**src/rtl/imem_uart_loader.sv**
```systemverilog
// imem_uart_loader: instruction memory that is filled over an 8N1 UART link.
// A program image (0xA5, word count N, 4*N little-endian bytes) is written
// into an internal word array; the CPU is held in reset until a complete
// image has landed. The fetch port is purely combinational.
// Optional build macro: IMEM_LOADER_CHECKSUM_EN adds a trailing XOR checksum
// byte that must match before the image is accepted.
module imem_uart_loader #(
  parameter int DEPTH        = 64,
  parameter int CLKS_PER_BIT = 868
) (
  input  logic        CK_REF,
  input  logic        RST,
  input  logic        UART_RX,
  input  logic [31:0] INST_MEM_ADDRESS_BUS,
  output logic [31:0] INST_MEM_DATA_BUS,
  output logic        CPU_RST_N,
  output logic        LOAD_BUSY,
  output logic        LOAD_ERR,
  output logic [7:0]  WORDS_LOADED
);

  localparam int          AW      = (DEPTH > 1) ? $clog2(DEPTH) : 1;
  localparam int          CW      = $clog2(CLKS_PER_BIT);
  localparam logic [CW-1:0] FULL_L = CW'(CLKS_PER_BIT - 1);
  localparam logic [CW-1:0] HALF_L = CW'(CLKS_PER_BIT / 2 - 1);
  localparam logic [8:0]  DEPTH_L = 9'(DEPTH);
  localparam logic [31:0] NOP_L   = 32'h0000_0013;
  localparam logic [7:0]  SYNC_L  = 8'hA5;

  typedef enum logic [1:0] {
    R_IDLE  = 2'd0,
    R_START = 2'd1,
    R_DATA  = 2'd2,
    R_STOP  = 2'd3
  } rx_state_t;

`ifdef IMEM_LOADER_CHECKSUM_EN
  typedef enum logic [2:0] {
    L_IDLE  = 3'd0,
    L_COUNT = 3'd1,
    L_DATA  = 3'd2,
    L_CHECK = 3'd3,
    L_DONE  = 3'd4
  } ld_state_t;
`else
  typedef enum logic [2:0] {
    L_IDLE  = 3'd0,
    L_COUNT = 3'd1,
    L_DATA  = 3'd2,
    L_DONE  = 3'd4
  } ld_state_t;
`endif

  // ---------------------------------------------------------------- RX side
  logic          rx_meta_r;
  logic          rx_sync_r;
  logic          rx_prev_r;
  rx_state_t     rx_state_r;
  rx_state_t     rx_state_nxt_s;
  logic [CW-1:0] rx_cnt_r;
  logic [CW-1:0] rx_cnt_nxt_s;
  logic [2:0]    rx_bit_r;
  logic [7:0]    rx_shift_r;
  logic          rx_shift_en_s;
  logic          rx_bit_clr_s;
  logic          rx_valid_s;
  logic          rx_valid_r;
  logic          rx_ferr_s;
  logic          rx_ferr_r;
  logic          rx_fall_s;
  logic          half_done_s;
  logic          bit_done_s;

  assign rx_fall_s   = rx_prev_r & ~rx_sync_r;
  assign half_done_s = (rx_cnt_r == HALF_L);
  assign bit_done_s  = (rx_cnt_r == FULL_L);

  // Two-flop synchroniser plus one delayed copy for start-edge detection.
  always_ff @(posedge CK_REF) begin
    if (RST) begin
      rx_meta_r <= 1'b1;
      rx_sync_r <= 1'b1;
      rx_prev_r <= 1'b1;
    end else begin
      rx_meta_r <= UART_RX;
      rx_sync_r <= rx_meta_r;
      rx_prev_r <= rx_sync_r;
    end
  end

  // RX state register.
  always_ff @(posedge CK_REF) begin
    if (RST) begin
      rx_state_r <= R_IDLE;
    end else begin
      rx_state_r <= rx_state_nxt_s;
    end
  end

  // RX next-state: start edge, mid-start glitch filter, 8 data bits, stop bit.
  always_comb begin
    rx_state_nxt_s = rx_state_r;
    case (rx_state_r)
      R_IDLE: begin
        if (rx_fall_s) rx_state_nxt_s = R_START;
        else           rx_state_nxt_s = R_IDLE;
      end
      R_START: begin
        if (half_done_s) rx_state_nxt_s = rx_sync_r ? R_IDLE : R_DATA;
        else             rx_state_nxt_s = R_START;
      end
      R_DATA: begin
        if (bit_done_s && (rx_bit_r == 3'd7)) rx_state_nxt_s = R_STOP;
        else                                  rx_state_nxt_s = R_DATA;
      end
      R_STOP: begin
        if (bit_done_s) rx_state_nxt_s = R_IDLE;
        else            rx_state_nxt_s = R_STOP;
      end
      default: rx_state_nxt_s = R_IDLE;
    endcase
  end

  // RX outputs: bit-timer next value, data-bit strobe and end-of-frame pulses.
  always_comb begin
    rx_cnt_nxt_s  = {CW{1'b0}};
    rx_shift_en_s = 1'b0;
    rx_bit_clr_s  = 1'b0;
    rx_valid_s    = 1'b0;
    rx_ferr_s     = 1'b0;
    case (rx_state_r)
      R_IDLE: begin
        rx_bit_clr_s = 1'b1;
      end
      R_START: begin
        if (half_done_s) rx_cnt_nxt_s = {CW{1'b0}};
        else             rx_cnt_nxt_s = rx_cnt_r + CW'(1);
      end
      R_DATA: begin
        rx_shift_en_s = bit_done_s;
        if (bit_done_s) rx_cnt_nxt_s = {CW{1'b0}};
        else            rx_cnt_nxt_s = rx_cnt_r + CW'(1);
      end
      R_STOP: begin
        rx_valid_s = bit_done_s & rx_sync_r;
        rx_ferr_s  = bit_done_s & ~rx_sync_r;
        if (bit_done_s) rx_cnt_nxt_s = {CW{1'b0}};
        else            rx_cnt_nxt_s = rx_cnt_r + CW'(1);
      end
      default: rx_bit_clr_s = 1'b1;
    endcase
  end

  // RX datapath: bit timer, LSB-first shift register and one-cycle pulses.
  always_ff @(posedge CK_REF) begin
    if (RST) begin
      rx_cnt_r   <= {CW{1'b0}};
      rx_bit_r   <= 3'd0;
      rx_shift_r <= 8'd0;
      rx_valid_r <= 1'b0;
      rx_ferr_r  <= 1'b0;
    end else begin
      rx_cnt_r   <= rx_cnt_nxt_s;
      rx_valid_r <= rx_valid_s;
      rx_ferr_r  <= rx_ferr_s;
      if (rx_bit_clr_s) begin
        rx_bit_r <= 3'd0;
      end else if (rx_shift_en_s) begin
        rx_bit_r   <= rx_bit_r + 3'd1;
        rx_shift_r <= {rx_sync_r, rx_shift_r[7:1]};
      end
    end
  end

  // ------------------------------------------------------------ loader FSM
  ld_state_t   ld_state_r;
  ld_state_t   ld_state_nxt_s;
  logic        cpu_rst_n_r, cpu_rst_n_nxt_s;
  logic        busy_r, busy_nxt_s;
  logic        err_r, err_nxt_s;
  logic [7:0]  words_r, words_nxt_s;
  logic [7:0]  n_r, n_nxt_s;
  logic [7:0]  wptr_r, wptr_nxt_s;
  logic [1:0]  byte_idx_r, byte_idx_nxt_s;
  logic [23:0] word_r, word_nxt_s;
  logic        mem_we_s;
  logic [31:0] mem_wdata_s;
  logic        count_bad_s;
  logic        last_word_s;
`ifdef IMEM_LOADER_CHECKSUM_EN
  logic [7:0]  csum_r, csum_nxt_s;
`endif

  logic [31:0] mem_r [0:DEPTH-1];

  assign count_bad_s = (rx_shift_r == 8'd0) || ({1'b0, rx_shift_r} > DEPTH_L);
  assign last_word_s = (({1'b0, wptr_r} + 9'd1) == {1'b0, n_r});
  assign mem_wdata_s = {rx_shift_r, word_r};

  // Loader state register.
  always_ff @(posedge CK_REF) begin
    if (RST) begin
      ld_state_r <= L_IDLE;
    end else begin
      ld_state_r <= ld_state_nxt_s;
    end
  end

  // Loader next-state; a framing error anywhere abandons the image.
  always_comb begin
    ld_state_nxt_s = ld_state_r;
    if (rx_ferr_r) begin
      ld_state_nxt_s = L_IDLE;
    end else begin
      case (ld_state_r)
        L_IDLE: begin
          if (rx_valid_r && (rx_shift_r == SYNC_L)) ld_state_nxt_s = L_COUNT;
          else                                      ld_state_nxt_s = L_IDLE;
        end
        L_COUNT: begin
          if (rx_valid_r) ld_state_nxt_s = count_bad_s ? L_IDLE : L_DATA;
          else            ld_state_nxt_s = L_COUNT;
        end
        L_DATA: begin
          if (rx_valid_r && (byte_idx_r == 2'd3) && last_word_s) begin
`ifdef IMEM_LOADER_CHECKSUM_EN
            ld_state_nxt_s = L_CHECK;
`else
            ld_state_nxt_s = L_DONE;
`endif
          end else begin
            ld_state_nxt_s = L_DATA;
          end
        end
`ifdef IMEM_LOADER_CHECKSUM_EN
        L_CHECK: begin
          if (rx_valid_r) ld_state_nxt_s = (rx_shift_r == csum_r) ? L_DONE : L_IDLE;
          else            ld_state_nxt_s = L_CHECK;
        end
`endif
        L_DONE:  ld_state_nxt_s = L_IDLE;
        default: ld_state_nxt_s = L_IDLE;
      endcase
    end
  end

  // Loader outputs: next values of status registers, word assembly and memory write.
  always_comb begin
    cpu_rst_n_nxt_s = cpu_rst_n_r;
    busy_nxt_s      = busy_r;
    err_nxt_s       = err_r;
    words_nxt_s     = words_r;
    n_nxt_s         = n_r;
    wptr_nxt_s      = wptr_r;
    byte_idx_nxt_s  = byte_idx_r;
    word_nxt_s      = word_r;
    mem_we_s        = 1'b0;
`ifdef IMEM_LOADER_CHECKSUM_EN
    csum_nxt_s      = csum_r;
`endif
    if (rx_ferr_r) begin
      // CPU reset is left as is: mid-load it is already asserted.
      err_nxt_s  = 1'b1;
      busy_nxt_s = 1'b0;
    end else begin
      case (ld_state_r)
        L_IDLE: begin
          if (rx_valid_r && (rx_shift_r == SYNC_L)) begin
            cpu_rst_n_nxt_s = 1'b0;
            busy_nxt_s      = 1'b1;
            err_nxt_s       = 1'b0;
          end else begin
            cpu_rst_n_nxt_s = cpu_rst_n_r;
          end
        end
        L_COUNT: begin
          if (rx_valid_r) begin
            if (count_bad_s) begin
              err_nxt_s  = 1'b1;
              busy_nxt_s = 1'b0;
            end else begin
              n_nxt_s        = rx_shift_r;
              wptr_nxt_s     = 8'd0;
              byte_idx_nxt_s = 2'd0;
              word_nxt_s     = 24'd0;
`ifdef IMEM_LOADER_CHECKSUM_EN
              csum_nxt_s     = 8'd0;
`endif
            end
          end else begin
            n_nxt_s = n_r;
          end
        end
        L_DATA: begin
          if (rx_valid_r) begin
            byte_idx_nxt_s = byte_idx_r + 2'd1;
`ifdef IMEM_LOADER_CHECKSUM_EN
            csum_nxt_s     = csum_r ^ rx_shift_r;
`endif
            case (byte_idx_r)
              2'd0:    word_nxt_s[7:0]   = rx_shift_r;
              2'd1:    word_nxt_s[15:8]  = rx_shift_r;
              2'd2:    word_nxt_s[23:16] = rx_shift_r;
              default: begin
                mem_we_s   = 1'b1;
                wptr_nxt_s = wptr_r + 8'd1;
              end
            endcase
          end else begin
            byte_idx_nxt_s = byte_idx_r;
          end
        end
`ifdef IMEM_LOADER_CHECKSUM_EN
        L_CHECK: begin
          if (rx_valid_r && (rx_shift_r != csum_r)) begin
            err_nxt_s  = 1'b1;
            busy_nxt_s = 1'b0;
          end else begin
            err_nxt_s = err_r;
          end
        end
`endif
        L_DONE: begin
          words_nxt_s     = n_r;
          busy_nxt_s      = 1'b0;
          cpu_rst_n_nxt_s = 1'b1;
        end
        default: begin
          busy_nxt_s = 1'b0;
        end
      endcase
    end
  end

  // Loader register bank; all outputs come straight from these flops.
  always_ff @(posedge CK_REF) begin
    if (RST) begin
      cpu_rst_n_r <= 1'b0;
      busy_r      <= 1'b0;
      err_r       <= 1'b0;
      words_r     <= 8'd0;
      n_r         <= 8'd0;
      wptr_r      <= 8'd0;
      byte_idx_r  <= 2'd0;
      word_r      <= 24'd0;
`ifdef IMEM_LOADER_CHECKSUM_EN
      csum_r      <= 8'd0;
`endif
    end else begin
      cpu_rst_n_r <= cpu_rst_n_nxt_s;
      busy_r      <= busy_nxt_s;
      err_r       <= err_nxt_s;
      words_r     <= words_nxt_s;
      n_r         <= n_nxt_s;
      wptr_r      <= wptr_nxt_s;
      byte_idx_r  <= byte_idx_nxt_s;
      word_r      <= word_nxt_s;
`ifdef IMEM_LOADER_CHECKSUM_EN
      csum_r      <= csum_nxt_s;
`endif
    end
  end

  // Instruction array write port; contents survive reset by design.
  always_ff @(posedge CK_REF) begin
    if (mem_we_s) begin
      mem_r[wptr_r[AW-1:0]] <= mem_wdata_s;
    end
  end

  // Combinational fetch: only words of the last good image are visible, else NOP.
  always_comb begin
    if ((INST_MEM_ADDRESS_BUS[31:8] == 24'd0) && (INST_MEM_ADDRESS_BUS[7:0] < words_r)) begin
      INST_MEM_DATA_BUS = mem_r[INST_MEM_ADDRESS_BUS[AW-1:0]];
    end else begin
      INST_MEM_DATA_BUS = NOP_L;
    end
  end

  assign CPU_RST_N    = cpu_rst_n_r;
  assign LOAD_BUSY    = busy_r;
  assign LOAD_ERR     = err_r;
  assign WORDS_LOADED = words_r;

endmodule
```
**config.mk**
```make
export PLATFORM = sky130hd
export DESIGN_NAME = imem_uart_loader
export DESIGN_NICKNAME = d
export VERILOG_FILES = /design/src/rtl/imem_uart_loader.sv
export SDC_FILE = /design/constraint.sdc
export NUM_CORES = 2
export LEC_CHECK = 0
export BUFFER_PORTS_ARGS = -buffer_cell sky130_fd_sc_hd__buf_4
export CORE_MARGIN = 4
export CORE_UTILIZATION = 33
export CTS_CLUSTER_DIAMETER = 50
export DETAILED_ROUTE_END_ITERATION = 10
export SYNTH_ARGS = -nofsm -noshare
export SYNTH_HDL_FRONTEND = slang
export SYNTH_SLANG_ARGS = --single-unit
```
**constraint.sdc**
```tcl
create_clock -name CK_REF -period 6.9 [get_ports CK_REF]
set_input_delay 0 -clock CK_REF [delete_from_list [all_inputs] [get_ports CK_REF]]
set_output_delay 0 -clock CK_REF [all_outputs]
set_load 0.01 [all_outputs]
```
Yosys cells after proc, flatten, opt, wreduce, memory -nomap -nowiden --
Memories as Yosys holds them, arrays and structs flattened. Index checks and enable logic that the tools add are counted.
Cells by class: magnitude comparators 2, eq/ne operators 26, multiplexer cells 49, reductions and logical operators 30, add/sub/neg operators 5, bitwise gates (word level) 9
Operators by type and width (count):
- two-way mux 24 bit | 3
- two-way mux 8 bit | 7
- one-hot mux 24 bit (2 select lines) | 1
- two-way mux 32 bit | 1
- logical NOT 24 bit | 1
- AND reduction 6 bit | 4
- two-way mux 10 bit | 2
- one-hot mux 10 bit (2 select lines) | 1
- two-way mux 1 bit | 18
- two-way mux 2 bit | 8
- one-hot mux 8 bit (2 select lines) | 1
- != test 2 bit (second input constant) | 6
- AND reduction 4 bit | 3
- adder 10 x 1 -> 10 bit (second input constant) | 1
- equality test 10 bit (second input constant) | 1
- equality test 10 x 9 -> 1 bit (second input constant) | 1
- adder 8 x 1 -> 9 bit (second input constant) | 1
- equality test 9 x 8 -> 1 bit | 1
- != test 3 bit (second input constant) | 3
- one-hot mux 3 bit (3 select lines) | 1
- adder 8 x 1 -> 8 bit (second input constant) | 1
- equality test 2 bit (second input constant) | 4
- equality test 8 bit (second input constant) | 1
- greater-than comparator 8 x 7 -> 1 bit (second input constant) | 1
- 27 further kinds | 49
Storage, ports and cells: memories kept 1, bits in writable memories 2048, word-level logic and storage cells 142, output and inout port bits 43, bits in registers 84, input bits 35
Memories:
- mem_r | depth 64, bits a word 32, rd ports 1, clocked after Yosys merged registers in 0, wr ports 1, RTL line 194 | logic [31:0] mem_r [0:DEPTH-1];

Depth between registers and ports, before layout --
depth in word-level cells 8, gate-level depth with buffers 12, mapped depth without buffers 8

Least setup slack after synthesis --
Ideal clock, no wire load.
path kind reg-to-reg, start register ld_state_r[0], end memory mem_r[51][0], enable pin, slack 3.574 ns, arrival time 2.905 ns, stages on the path, launching flop included 9, buffers on the path 2, cell sequence dfxtp_1 > buf_2 > nor2_2 > and2_1 > buf_2 > nand3_1 > nor2_1 > nand3_1 > nor2_1
Between the ends: cells in the longest elaborated chain, start to end 5
RTL lines:
- start, declared | RTL line 176 | ld_state_t ld_state_r;
- start signal, assigned | RTL line 205 | ld_state_r <= ld_state_nxt_s;
- equality test 3 x 2 -> 1 bit | RTL line 266 | case (ld_state_r)
- two-way mux 1 bit | RTL line 266
- two-way mux 1 bit | RTL line 261 | if (rx_ferr_r) begin
- two-way mux 1 bit | RTL line 366 | if (mem_we_s) begin
- two-way mux 1 bit (implied by the code) | RTL line 367 | mem_r[wptr_r[AW-1:0]] <= mem_wdata_s;
- end, declared | RTL line 194
No other way between the ends.

Worst setup path in the final report --
start register ld_state_r[1], end memory mem_r[6][12], enable pin
The elaborated chain is that of the path after synthesis.

==> metrics.md <==
| Metric | Value |
|---|---|
| Starting Density | `33.2%` |
| R2r startpoint | `ld_state_r[1]$_SDFF_PP0_` |
| Number of cell rows | `between 150 and 200` |
| Combinational power share | `under 10%` |
| DR WL/cell | `about 32 um` |
| Initial drt markers | `between 6,000 and 7,000` |
| DP HPWL | `~130 mm` |
| Setup CP Type | `register to register` |
| Share of cells above drive strength 1 | `25.8%` |
| Reg2reg end | `mem_r[6][12]$_DFFE_PP_` |
| Worst Hold Path Cells | `3` |
| Sequential area share after synthesis | `about three quarters` |
| Reg2reg path depth | `6` |
| Total Neg Setup Slack | `0 ns` |
| Clock-pin transition on the worst setup and hold timing paths | `0.06 ns` |
| Seq pwr share | `a little over half` |
| PwrDens | `about 280 mW/mm2` |
| Vias in the first global route | `around 43,000` |
| Unrepaired setup endpoints after global routing | `no` |
| I/O pin total | `78` |
| TritonCTS buffer count | `around 210` |
| Fin. Hold Viols | `0` |
| Worst relative slew slack | `-1.21%` |
| Slew Limit Fails | `3` |
| Core area | `about 0.25 mm2` |
| Clk buf depth | `3` |
| Max-Cap Viols | `1` |
| CTS Root Buffer Type | `clkbuf_16` |
| Library cells used by synthesis | `76` |
| Post-synth EDFFs | `between 2,000 and 2,500` |
| Sw Pwr | `around 5600 uW` |
| Global-route wire length before repair | `between 300 and 400 mm` |
| Final Setup Violations | `0` |
| Worst R2R Setup Slack | `2.64 ns` |
| Synthesized area per cell | `around 20 um2` |
| Drt pass-1 iters | `7` |
| Total Wirelength | `~240 mm` |
| Post-DR vias/cell | `about 5.6` |
| Sw frac | `between 20% and 30%` |
| Area Overhead vs Synth | `14.9%` |
| Register bit total from synthesis | `approximately 2,100` |
| Initial antenna violation count | `12` |
| Cells after Synth | `a little over 4,000` |
| Hold Crit Class | `input pin to register` |
| Fin crit period | `~4.3 ns` |
| Die ar. | `0.259 mm2` |
| DRC viols | `0` |
| Die Y | `509 um` |
| Kind of end point of the critical path | `register` |
| Hold_sp | `RST` |
| Syn_nets | `between 4,000 and 5,000` |
| Overall via count from detail_route | `43,400` |
| Peak VDD IR | `0.275 mV` |
| Clock Skews | `a little over 0.05 ns` |
| IO Port Bufs | `between 70 and 80` |
| Fin worst setup slack | `around 2.6 ns` |
| Pre-CTS WS | `2.48 ns` |
| Overflow after GRT | `0` |
| Post-synth ARST share | `0%` |
| Ys Warns | `0` |
| Synth top area share | `74.2%` |
| Fmax achieved | `235 MHz` |
| LEAKAGE | `between 0.03 and 0.04 uW` |
| Failing checks | `max-capacitance violations, max-slew violations` |
| WP data required | `around 7.4 ns` |
| Worst Max-Slew Pin Slew | `1.51 ns` |
| Top cells by area, synth | `edfxtp_1, mux4_2, mux2i_1` |
| Area of the mapped netlist | `a little over 0.08 mm2` |
| Hold Path Sink | `n_r[1]$_SDFFE_PP0P_` |
| Die span in x | `509 um` |
| CTS tree | `yes` |
| CTS H-Tree Depth | `4` |
| DRT antenna net count | `0` |
| Critical path fanouts, max | `20` |
| Worst-skew pair later-pin latency | `around 0.84 ns` |
| NumNets Final | `between 4,000 and 5,000` |
| Post-Route Utilization | `between 30% and 40%` |
| Worst setup SP type | `register` |
| Clock network power share | `between 40% and 50%` |
| Synth Flop Type | `edfxtp_1` |
| # clock sinks | `around 2,100` |
| Tot GR Track Use | `18.6%` |
| Largest net degree at the start of global routing | `86` |
| Power Internal | `21,200 uW` |
| Status | `complete, but fails checks` |
| Period utilization | `approximately three fifths` |
| Post-CTS sizing | `0` |
| Post-CTS Setup Bufs | `0` |
| Largest area contributor in the netlist | `edfxtp_1` |
| Worst EP arrival | `between 4 and 5 ns` |
| GPL Wtd Cong | `approximately 0.8` |
## stage by stage
stage                     instance area, um2  total power, uW  hold WS, ns  std cells
after floorplan                        82900            14900        0.104       4031
after global placement                 88000            15200        0.194       7353
after detailed placement               88000            15200        0.198       7353
after CTS                              95200            27000        0.229       7752
after global routing                   95200            27500        0.305       7754
final                                  95200            26800        0.300       7758
## state kept, by name, summed over array words and instances (netlist names), 2 cells and up
name / cells
word_r: 24
byte_idx_r: 2
n_r: 8
rx_state_r: 2
ld_state_r: 3
WORDS_LOADED: 8
rx_shift_r: 8
mem_r: 2048
rx_bit_r: 3
wptr_r: 8
rx_cnt_r: 10
## what timing repair did
item | CTS | global route
setup endpoints to repair | 0 | 0
hold endpoints to repair | 70 | 0
hold buffers | 4 | 0
## placed cells by master (no fill, tap or decap), types with 11 or more instances in the layout
| master | count |
|---|---|
| clkinv_1 | 40 |
| and2_1 | 12 |
| buf_4 | 211 |
| a221o_1 | 20 |
| clkinv_2 | 36 |
| nor2_1 | 106 |
| nand3_1 | 45 |
| a211oi_1 | 30 |
| a21oi_1 | 83 |
| a22oi_1 | 24 |
| edfxtp_1 | 2048 |
| nand2_1 | 184 |
| nand2b_1 | 16 |
| nor2_4 | 65 |
| nor3_1 | 45 |
| xnor2_1 | 11 |
| clkbuf_1 | 43 |
| o22ai_1 | 33 |
| a221oi_1 | 35 |
| inv_1 | 16 |
| ha_1 | 17 |
| a31oi_1 | 22 |
| nor4_1 | 14 |
| mux2i_1 | 201 |
| dfxtp_1 | 52 |
| dfxtp_2 | 32 |
| mux4_2 | 471 |
| and3_1 | 20 |
| bufinv_16 | 26 |
| o21ai_0 | 29 |
| o21ai_1 | 15 |
| nor2b_1 | 11 |
| nand4_1 | 12 |
| clkbuf_16 | 215 |
## Yosys cell counts, drive strengths merged, types with 4 or more instances
master,n
clkbuf,90
buf,138
a22oi,24
nor4,14
nand2b,16
o221ai,5
a311oi,7
and3,20
edfxtp,2048
o211ai,9
xnor2,11
a221o,20
a211oi,30
inv,19
nand3,45
nand2,184
or3,7
mux2i,201
xor2,6
nor3,48
a21oi,83
nand3b,4
a31oi,22
nor3b,4
dfxtp,84
mux2,11
nand4,12
o31ai,8
or2,11
a221oi,36
o22ai,33
or4,5
o21ai,44
and2,13
nor2b,16
a2111oi,6
mux4,471
nor2,173
ha,17
## worst max-delay path by stage
stage	slack, ns	from	to	cells after the start
3_5_place_dp	2.48	INST_MEM_ADDRESS_BUS[0]	INST_MEM_DATA_BUS[7]	10
4_1_cts	2.48	INST_MEM_ADDRESS_BUS[0]	INST_MEM_DATA_BUS[7]	10
6_report	2.64	ld_state_r[1]$_SDFF_PP0_	mem_r[6][12]$_DFFE_PP_	6
2_1_floorplan	3.57	ld_state_r[0]$_SDFF_PP0_	mem_r[51][0]$_DFFE_PP_	8
3_3_place_gp	2.46	INST_MEM_ADDRESS_BUS[0]	INST_MEM_DATA_BUS[7]	10
5_1_grt	2.39	INST_MEM_ADDRESS_BUS[0]	INST_MEM_DATA_BUS[7]	10
## final cells by class
class	instances	area, um2
Fill cell	22300	154000
Inverter	20	77.6
Sequential cell	2132	63200
Clock inverter	128	1520
Clock buffer	267	5670
Timing Repair Buffer	225	1800
Tap cell	3330	4170
Antenna cell	5	12.5
Multi-Input combinational cell	1651	18800
## worst max-delay path: stages, from the launching register on
cell,delay (ns)
dfxtp_1,0.67
and2_1,0.39
nand3_1,0.33
nor2_1,0.37
nand2_1,0.59
nor2_4,1.07
buf_4,0.48
## layer usage
layer	up-vias	track usage [%]	share of wire (%)	wire [um]
li1	17200	-	-	-
met1	23400	26.6	40	99100
met2	2454	28.8	46	114000
met3	373	3.73	10	24400
met4	4	5.44	3.1	7550
met5	-	0	0.011	27
## cell families after synthesis
logic type,count (synthesis),synth area share [%]
adders and majority gates,17,0.257
DFF,2132,76.2
xor gates and xnor gates,17,0.180
AOI/OAI and AO/OA,352,2.94
and+or+nand+nor,582,3.26
buffers and inverters,248,1.76
muxes,683,15.4
## power by group through the flow
stage               logic (uW)  clock network (uW)  registers, uW
floorplan                  661                   0          14200
global placement          1010                   0          14200
detailed placement        1010                   0          14200
CTS                       1010               12000          14000
global route              1050               12500          13900
finish                    1010               11800          14000
(Power assumes the default switching activity.)
